$ cat config.mk
export PLATFORM = sky130hd
export DESIGN_NAME = snake_mover
export DESIGN_NICKNAME = d
export VERILOG_FILES = /design/src/rtl/snake_mover.sv
export SDC_FILE = /design/constraint.sdc
export NUM_CORES = 1
export LEC_CHECK = 0
export CAP_MARGIN = 20
export CORE_AREA = 2 2 176 178
export CTS_BUF_LIST = sky130_fd_sc_hd__clkbuf_8 sky130_fd_sc_hd__clkbuf_16
export DETAILED_ROUTE_END_ITERATION = 7
export DIE_AREA = 0 0 178 180
export GPL_TIMING_DRIVEN = 0
export PLACE_DENSITY = 0.69
export SYNTH_ARGS = -nofsm -noshare
export SYNTH_HDL_FRONTEND = slang
export SYNTH_SLANG_ARGS = --single-unit
$ cat constraint.sdc
create_clock -name clk -period 6.45 [get_ports clk]
set_clock_uncertainty 0.15 [all_clocks]
set_input_delay 1.29 -clock clk [delete_from_list [all_inputs] [get_ports clk]]
set_output_delay 1.29 -clock clk [all_outputs]
set_load 0.1 [all_outputs]
$ cat src/rtl/snake_mover.sv
// snake_mover: owns the snake body for a grid game. The body is held as
// MAX_LEN (x,y) segment registers with segment 0 as the head. On each
// accepted step the next head is computed from the pending direction,
// checked against the walls, the food cell and the body, then either
// committed (body shifts by one) or refused with a collision pulse.
//
// Handshake: move_enable is a single-cycle strobe. A step is accepted
// when state==PLAYING, move_enable==1 and the snake is not dead. Its
// results (head, length, pulses) are visible the cycle after the strobe.
// dir_valid qualifies dir_req on the same cycle; there is no
// back-pressure, and the last legal request before a step wins.
module snake_mover #(
  parameter int GRID_W    = 32,
  parameter int GRID_H    = 24,
  parameter int MAX_LEN   = 16,
  parameter int START_LEN = 3,
  parameter int START_X   = 16,
  parameter int START_Y   = 12
) (
  input  logic       clk,
  input  logic       reset,
  input  logic [1:0] state,
  input  logic       move_enable,
  input  logic       dir_valid,
  input  logic [1:0] dir_req,
  input  logic [5:0] food_x,
  input  logic [5:0] food_y,
  input  logic [5:0] query_x,
  input  logic [5:0] query_y,
  output logic [5:0] head_x,
  output logic [5:0] head_y,
  output logic [4:0] length,
  output logic       wall_collision,
  output logic       self_collision,
  output logic       food_eaten,
  output logic       query_hit
);

  localparam logic [1:0] GAME_IDLE    = 2'b00;
  localparam logic [1:0] GAME_PLAYING = 2'b01;

  typedef enum logic [1:0] {
    DIR_UP    = 2'b00,
    DIR_RIGHT = 2'b01,
    DIR_DOWN  = 2'b10,
    DIR_LEFT  = 2'b11
  } dir_t;

  logic [5:0] seg_x [MAX_LEN];
  logic [5:0] seg_y [MAX_LEN];
  dir_t       cur_dir;
  dir_t       nxt_dir;
  logic       dead;

  logic [5:0] next_x;
  logic [5:0] next_y;
  logic       hit_wall;
  logic       hit_food;
  logic       hit_self;
  logic [5:0] self_limit;
  logic       step;

  // Opposite direction flips bit 1: up<->down, right<->left.
  function automatic dir_t reverse_of(input dir_t d);
    return dir_t'(d ^ 2'b10);
  endfunction

  assign head_x = seg_x[0];
  assign head_y = seg_y[0];
  assign step   = (state == GAME_PLAYING) && move_enable && !dead;

  // Next head cell from the pending direction; a step off the grid is
  // flagged rather than wrapped, and the head coordinate is held.
  always_comb begin
    next_x   = seg_x[0];
    next_y   = seg_y[0];
    hit_wall = 1'b0;
    case (nxt_dir)
      DIR_UP: begin
        if (seg_y[0] == 6'd0) hit_wall = 1'b1;
        else                  next_y   = seg_y[0] - 6'd1;
      end
      DIR_RIGHT: begin
        if (seg_x[0] >= 6'(GRID_W - 1)) hit_wall = 1'b1;
        else                            next_x   = seg_x[0] + 6'd1;
      end
      DIR_DOWN: begin
        if (seg_y[0] >= 6'(GRID_H - 1)) hit_wall = 1'b1;
        else                            next_y   = seg_y[0] + 6'd1;
      end
      default: begin
        if (seg_x[0] == 6'd0) hit_wall = 1'b1;
        else                  next_x   = seg_x[0] - 6'd1;
      end
    endcase
  end

  // Food and body tests. The tail normally vacates its cell on a step,
  // so it only counts as an obstacle when eating (the body grows and the
  // tail stays put).
  always_comb begin
    hit_food   = (next_x == food_x) && (next_y == food_y);
    self_limit = hit_food ? {1'b0, length} : ({1'b0, length} - 6'd1);
    hit_self   = 1'b0;
    for (int i = 0; i < MAX_LEN; i++) begin
      if ((6'(i) < self_limit) && (seg_x[i] == next_x) && (seg_y[i] == next_y))
        hit_self = 1'b1;
    end
  end

  // Renderer lookup: only segments below the current length are live.
  always_comb begin
    query_hit = 1'b0;
    for (int i = 0; i < MAX_LEN; i++) begin
      if ((5'(i) < length) && (seg_x[i] == query_x) && (seg_y[i] == query_y))
        query_hit = 1'b1;
    end
  end

  // Body, length, direction, dead flag and pulses. Reset and IDLE both
  // lay the snake out horizontally to the left of the start cell.
  always_ff @(posedge clk or posedge reset) begin
    if (reset) begin
      for (int i = 0; i < MAX_LEN; i++) begin
        seg_x[i] <= 6'(START_X - i);
        seg_y[i] <= 6'(START_Y);
      end
      length         <= 5'(START_LEN);
      cur_dir        <= DIR_RIGHT;
      nxt_dir        <= DIR_RIGHT;
      dead           <= 1'b0;
      wall_collision <= 1'b0;
      self_collision <= 1'b0;
      food_eaten     <= 1'b0;
    end else if (state == GAME_IDLE) begin
      for (int i = 0; i < MAX_LEN; i++) begin
        seg_x[i] <= 6'(START_X - i);
        seg_y[i] <= 6'(START_Y);
      end
      length         <= 5'(START_LEN);
      cur_dir        <= DIR_RIGHT;
      nxt_dir        <= DIR_RIGHT;
      dead           <= 1'b0;
      wall_collision <= 1'b0;
      self_collision <= 1'b0;
      food_eaten     <= 1'b0;
    end else begin
      wall_collision <= 1'b0;
      self_collision <= 1'b0;
      food_eaten     <= 1'b0;
      if (step) begin
        if (hit_wall) begin
          wall_collision <= 1'b1;
          dead           <= 1'b1;
        end else if (hit_self) begin
          self_collision <= 1'b1;
          dead           <= 1'b1;
        end else begin
          for (int i = 1; i < MAX_LEN; i++) begin
            seg_x[i] <= seg_x[i-1];
            seg_y[i] <= seg_y[i-1];
          end
          seg_x[0] <= next_x;
          seg_y[0] <= next_y;
          cur_dir  <= nxt_dir;
          if (hit_food) begin
            food_eaten <= 1'b1;
            if (length < 5'(MAX_LEN)) length <= length + 5'd1;
          end
        end
      end
      // Reversal is judged against the committed direction.
      if (dir_valid && (dir_t'(dir_req) != reverse_of(cur_dir)))
        nxt_dir <= dir_t'(dir_req);
    end
  end

endmodule

==> flow_metrics.py, run 1 <==
metrics = {
    "run_status": {
        "status": "finished, violations left",
        "violations": "setup timing",
    },
    "clock_tree": {
        "cts_tree": "built",
        "clk_latency_ns": 0.55,
        "cts_buffers": 24,
        "clk_path_buf_depth": 3,
        "post_cts_resized": 10,
        "h-tree-depth": 1,
        "postCtsSetupRepairBufs": 0,
        "cts_hold_buf": 0,
        "cts-root-buf": "clkbuf_16",
        "path_clk_slew_ns": 0.06,
        "cts_sinks": 205,
    },
    "synth": {
        "synth_cells": 1730,
        "netlist_area_um2": 14800,
        "yosys_register_bits": 205,
        "yosysTopAreaCell": "dfrtp_1",
        "yosysUniqueCellTypes": 77,
        "synth.net_count": 1772,
        "synthArstFlopShare": 1.00,
        "yosysSeqAreaShare": 0.352,
        "yosys_most_used_dff": "dfrtp_1",
        "ys_top_cells_by_area": "dfrtp_1 23%, xnor2_1 14%, dfstp_2 12%, xor2_1 8.3%, nand3_1 5.1%",
        "yosys.area.top_type_share": 0.230,
        "avgSynthCellArea_um2": 8.56,
        "yosysWarningCount": 0,
        "synth_edf_count": 0,
    },
    "worst_hold_path": {
        "hold_class": "reg2reg",
    },
    "timing": {
        "tightest_slew_ns": 1.11,
        "layout_setup_ws_ns": -0.0603,
        "max_clock_freq_mhz": 154,
        "setup_viol": 10,
        "max-slew-margin-rel": 0.258,
        "fin_crit_sh": 1.01,
        "period_minus_slack_ns": 6.51,
        "maxSlewViolCount": 0,
        "rsz0062_at_grt": "no",
        "finalHoldViolCount": 0,
    },
    "setup_path": {
        "critPathMaxStageDelay_ns": 0.80,
        "timing.rr.end": "cur_dir[0]",
        "path_common_cell": "buf_2",
        "rrSetupSlack_ns": -0.06,
        "worst_path_max_delay_cell": "o2111a_1",
        "r2r-start": "head_x[5]",
        "arrival_ns": 6.80,
        "worstSetupStartpointType": "register",
        "critPathCaptureType": "register",
        "crit_start": "head_x[5]",
        "critical_path.max_fanout": 10,
        "critical_path_required_ns": 6.74,
        "cp_cell_sequence": "clkbuf_1, nor2_1, a221o_1, o2111a_1, buf_2, xor2_1, nor4_1, nand3_1, nor4_1, a2111oi_2, a32oi_1, nor4_4, nand2_1, buf_2, buf_2, a21oi_1",
        "crit_end": "cur_dir[0]",
        "r2r_cells": 16,
        "worstSetupPathType": "reg2reg",
    },
    "global_routing": {
        "grt_start_max_net_pins": 44,
        "first_global_vias": 13900,
        "grt-ovfl-total": 0,
        "antenna_found_initial": 1,
        "grt_pass1_wl_mm": 99.3,
        "track_usage": 0.434,
    },
    "detailed_routing": {
        "ant_nets": 0,
        "viasPerCell": 6.64,
        "wire_per_inst_um": 31.5,
        "vias": 14700,
        "drt_pass1_iterations": 6,
        "drt_iter0_drc": 2136,
        "drc": 0,
        "routed_wirelength_mm": 69.8,
    },
    "cells_and_area": {
        "instances_no_fill": 2216,
        "layout-drive-gt1-share": 0.121,
        "layout_commonest_cell": "xnor2_1",
        "n_fill_cell": 2814,
        "nets": 1843,
        "syn2layout_area_growth_pct": 13.0,
        "postLayoutCellArea_um2": 16700,
        "fin_util": 0.554,
        "final_cell_mix": "241 x xnor2_1, 151 x nand3_1, 141 x xor2_1",
    },
    "power_and_ir_drop": {
        "cellLeakagePower_nw": 6.28,
        "switching_power_mw": 1.86,
        "p_int_mw": 2.79,
        "peakVddDrop_mv": 0.243,
        "p_comb_frac": 0.358,
        "p_per_area_nw_per_um2": 278,
        "pwr-share-clk": 0.321,
        "seqPwrFrac": 0.321,
        "sw_frac_of_total": 0.400,
    },
    "job": {
        "cap_violations": 0,
    },
    "placed_design": {
        "place_congestion": 1.06,
        "placed_cell_area_um2": 15800,
        "io_buffers": 40,
        "dpl.cell_count": 2174,
        "dpl.hpwl_mm": 52.2,
    },
    "floorplanning": {
        "core_area_um2": 30200,
        "dieArea_um2": 32000,
        "dieWidth_um": 178,
        "std_cell_rows": 64,
        "ios": 53,
        "initial_core_util": 0.490,
        "die_h_um": 180,
    },
}
## registers in the layout, indices dropped and copies added, names as in the netlist
register	flops
head_x	6
dead	1
wall_collision	1
head_y	6
self_collision	1
length	5
nxt_dir	2
seg_x	90
cur_dir	2
seg_y	90
food_eaten	1
## area by class of cell
| type | instances | area, um2 | share of cell area |
|---|---|---|---|
| buffer | 167 | 807 | 0.0482 |
| antenna | 1 | 2.50 | 0.000150 |
| clock buffer | 31 | 708 | 0.0423 |
| tap | 396 | 495 | 0.0296 |
| multi-input combinational | 1304 | 8650 | 0.517 |
| clock inverter | 13 | 149 | 0.00890 |
| timing repair buffer | 48 | 508 | 0.0304 |
| sequential | 205 | 5220 | 0.312 |
| inverter | 51 | 195 | 0.0117 |
## cell families after synthesis
kind of cell,count (synthesis),synth area share
AO/OA/AOI/OAI,356,0.150
AND/OR/NAND/NOR,551,0.195
XOR/XNOR,382,0.226
buffers and inverters,221,0.0654
multiplexers,5,0.00338
adder cells (fa/ha/maj),10,0.00845
flip-flops,205,0.352
## through the flow
step / setup WS, ns / hold slack, ns / TNS (ns) / power, mW
2_1_floorplan: 1.54 / 0.324 / 0 / 2.51
3_3_place_gp: -0.739 / 0.344 / -103.88 / 3.06
3_5_place_dp: -0.365 / 0.356 / -31.60 / 3.08
4_1_cts: 0.00695 / 0.369 / 0 / 4.56
5_1_grt: 0.00563 / 0.397 / 0 / 4.76
6_report: -0.0603 / 0.367 / -0.485 / 4.65
## worst max-delay path, delay by kind of cell, from the launching register on
| kind | cells | cell delay (ns) |
|---|---|---|
| AND/OR/NAND/NOR | 6 | 2.24 |
| buffers and inverters | 4 | 1.83 |
| AO/OA/AOI/OAI | 5 | 1.65 |
| flip-flops | 1 | 0.37 |
| XOR/XNOR | 1 | 0.12 |
## layer usage
metal  GRT usage  wire (um)
met4       0.259       5290
met5           0          0
met2       0.608      28300
met1       0.603      28000
met3       0.105       8170
## Yosys cell counts (5+ instances only)
cell type  number
mux2i_1         5
xnor2_1       241
dfrtp_1       136
buf_4          12
nand3_1       151
clkbuf_1       97
buf_6           5
or3_1           9
or4_1           8
dfstp_2        69
xor2_1        141
a211oi_1       42
nor2_1         54
buf_2          45
nand4_1        52
a21oi_1        82
inv_1          49
o31ai_1        32
o21ai_0       121
buf_1          11
nor2b_1         6
nor3_1         54
a31oi_1        24
ha_1           10
nand2_1       118
and3_1          5
nor4_1         47
## power groups by stage
stage                     combinational, mW  clock [mW]  sequential, mW
after global placement                 1.56           0            1.50
final                                  1.66        1.49            1.49
after detailed placement               1.58           0            1.50
after global routing                   1.72        1.54            1.50
after floorplan                        1.04           0            1.47
after CTS                              1.58        1.49            1.48
## how the worst min path moves through the flow
stage | from | to | cells after the start
3_5_place_dp | dead | dead | 1
5_1_grt | dead | dead | 1
3_3_place_gp | dead | dead | 1
6_report | dead | dead | 1
2_1_floorplan | dead | dead | 1
4_1_cts | dead | dead | 1
Note: power is estimated with default switching activity, not from simulation.
==> run 2, diff against run 1 <==
--- a/config.mk
+++ b/config.mk
@@ -5,9 +5,9 @@
 export SDC_FILE = /design/constraint.sdc
 export NUM_CORES = 1
 export LEC_CHECK = 0
-export CAP_MARGIN = 20
 export CORE_AREA = 2 2 176 178
 export CTS_BUF_LIST = sky130_fd_sc_hd__clkbuf_8 sky130_fd_sc_hd__clkbuf_16
+export CTS_CLUSTER_SIZE = 14
 export DETAILED_ROUTE_END_ITERATION = 7
 export DIE_AREA = 0 0 178 180
 export GPL_TIMING_DRIVEN = 0
==> run 2 against run 1 <==
The run still ends with setup timing left. Sequential share of layout area is 0.056 points higher. Count of clock-buffer cells in the layout down 1. Worst hold slack worse by 0.0029 ns. Largest power group unchanged. Highest routed layer is now met5. Register-to-register slack about the same. First-iteration DRC count shrank 2.5%. Maximum frequency up 0.12%. Clock power decreased by 3%. Combinational power about the same. Cell count hardly changed. Wire length is 0.75% higher.
==> flow_metrics.py, run 2 (synthesis results as in run 1) <==
metrics = {
    "timing": {
        "max-slew-margin-rel": 0.242,
        "period_minus_slack_ns": 6.50,
        "fin_crit_sh": 1.01,
        "whs_ns": 0.364,
        "max_clock_freq_mhz": 154,
        "finalHoldViolCount": 0,
        "maxSlewViolCount": 0,
        "setup_viol": 11,
        "tightest_slew_ns": 1.14,
        "layout_setup_ws_ns": -0.0523,
        "final.setup.tns_ns": -0.338,
    },
    "detailed_routing": {
        "drc": 0,
        "ant_nets": 0,
        "vias": 14700,
        "drt_iter0_drc": 2083,
        "routed_wirelength_mm": 70.3,
        "drt_pass1_iterations": 6,
        "wire_per_inst_um": 31.7,
        "viasPerCell": 6.65,
    },
    "floorplanning": {
        "die_h_um": 180,
        "core_area_um2": 30200,
        "dieWidth_um": 178,
        "ios": 53,
        "std_cell_rows": 64,
        "dieArea_um2": 32000,
        "initial_core_util": 0.490,
    },
    "cells_and_area": {
        "layout_commonest_cell": "xnor2_1",
        "antenna_cells": 0,
        "syn2layout_area_growth_pct": 12.8,
        "nets": 1843,
        "final_cell_mix": "241 x xnor2_1, 151 x nand3_1, 141 x xor2_1",
        "layout-drive-gt1-share": 0.118,
        "top_regs": "seg_x (90), seg_y (90)",
    },
    "global_routing": {
        "track_usage": 0.437,
        "antenna_found_initial": 1,
        "first_global_vias": 14000,
        "grt_start_max_net_pins": 44,
        "grt_pass1_wl_mm": 99.9,
        "grt-ovfl-total": 0,
    },
    "setup_path": {
        "worst_path_max_delay_cell": "nor4_1",
        "critical_path.max_fanout": 10,
        "critPathCaptureType": "register",
        "path_common_cell": "buf_2",
        "rrSetupSlack_ns": -0.05,
        "worstSetupPathType": "reg2reg",
        "critPathTopFamily": "buffers and inverters",
        "arrival_ns": 6.80,
        "cp.depth": 17,
        "r2r_cells": 17,
        "cp_cell_sequence": "clkbuf_1, nand4_1, and4_1, a211oi_1, clkdlybuf4s15_2, buf_2, xnor2_1, nor4_1, nand3_1, nor4_1, a2111oi_2, a32oi_1, nor4_4, nand2_1, buf_2, buf_2, a21oi_1",
        "critPathMaxStageDelay_ns": 0.68,
        "crit_buf_inv": 5,
        "critical_path_required_ns": 6.75,
        "worstSetupStartpointType": "register",
    },
    "power_and_ir_drop": {
        "peakVddDrop_mv": 0.237,
        "cellLeakagePower_nw": 6.29,
        "p_per_area_nw_per_um2": 276,
        "p_total_mw": 4.62,
    },
    "clock_tree": {
        "cts_buffers": 25,
        "cts-root-buf": "clkbuf_16",
        "cts_sinks": 205,
        "clk_path_buf_depth": 3,
        "cts_tree": "built",
        "clk_latency_ns": 0.57,
        "h-tree-depth": 1,
        "path_clk_slew_ns": 0.06,
        "postCtsSetupRepairBufs": 0,
    },
    "run_status": {
        "violations": "setup timing",
        "status": "finished, violations left",
    },
    "placed_design": {
        "io_buffers": 40,
        "place_congestion": 1.06,
        "dpl.hpwl_mm": 52.3,
        "place_ws_ns": -0.790,
    },
    "worst_hold_path": {
        "whs_path_depth": 1,
        "hold_class": "reg2reg",
    },
    "job": {
        "cap_violations": 0,
    },
}
[run 2: worst paths after layout]
kind	start	endpoint
setup / recovery	head_x[4]	cur_dir[0]
hold / removal	dead	dead
setup reg to reg	head_x[4]	cur_dir[0]
hold reg to reg	dead	dead
max in group asynchronous	reset	seg_y[62]
min in group asynchronous	reset	seg_x[30]
[run 2: metal layers]
layer,global-route usage,share of wire
met1,0.605,0.40
met2,0.620,0.41
met3,0.125,0.12
met4,0.222,0.064
met5,0,0.00018
[run 2: cell type report]
type / instances / area, um2
buffer: 169 / 803
clock buffer: 30 / 694
clock inverter: 15 / 128
fill: 2829 / 13500
inverter: 51 / 195
multi-input combinational: 1304 / 8670
sequential: 205 / 5220
tap: 396 / 495
timing repair buffer: 45 / 502
[run 2: what timing repair did]
| item | 4_1_cts | 5_1_grt |
|---|---|---|
| setup endpoints to repair | 203 | 197 |
| gates resized for setup | 13 | 18 |
| hold buffers | 0 | 0 |
[run 2: stage by stage]
| step | area, um2 | utilization | std cells |
|---|---|---|---|
| floorplan | 14800 | - | 1730 |
| global placement | 15700 | 0.520 | 2166 |
| detailed placement | 15800 | 0.524 | 2171 |
| CTS | 16700 | 0.552 | 2215 |
| global route | 16700 | 0.553 | 2215 |
| finish | 16700 | 0.553 | 2215 |
[run 2: report_power, final]
group,leakage [nW],internal [mW],total (mW),switching (mW)
clock network,0.430,0.841,1.45,0.612
logic,3.25,0.513,1.67,1.16
registers,2.61,1.38,1.49,0.107
total,6.29,2.74,4.62,1.88
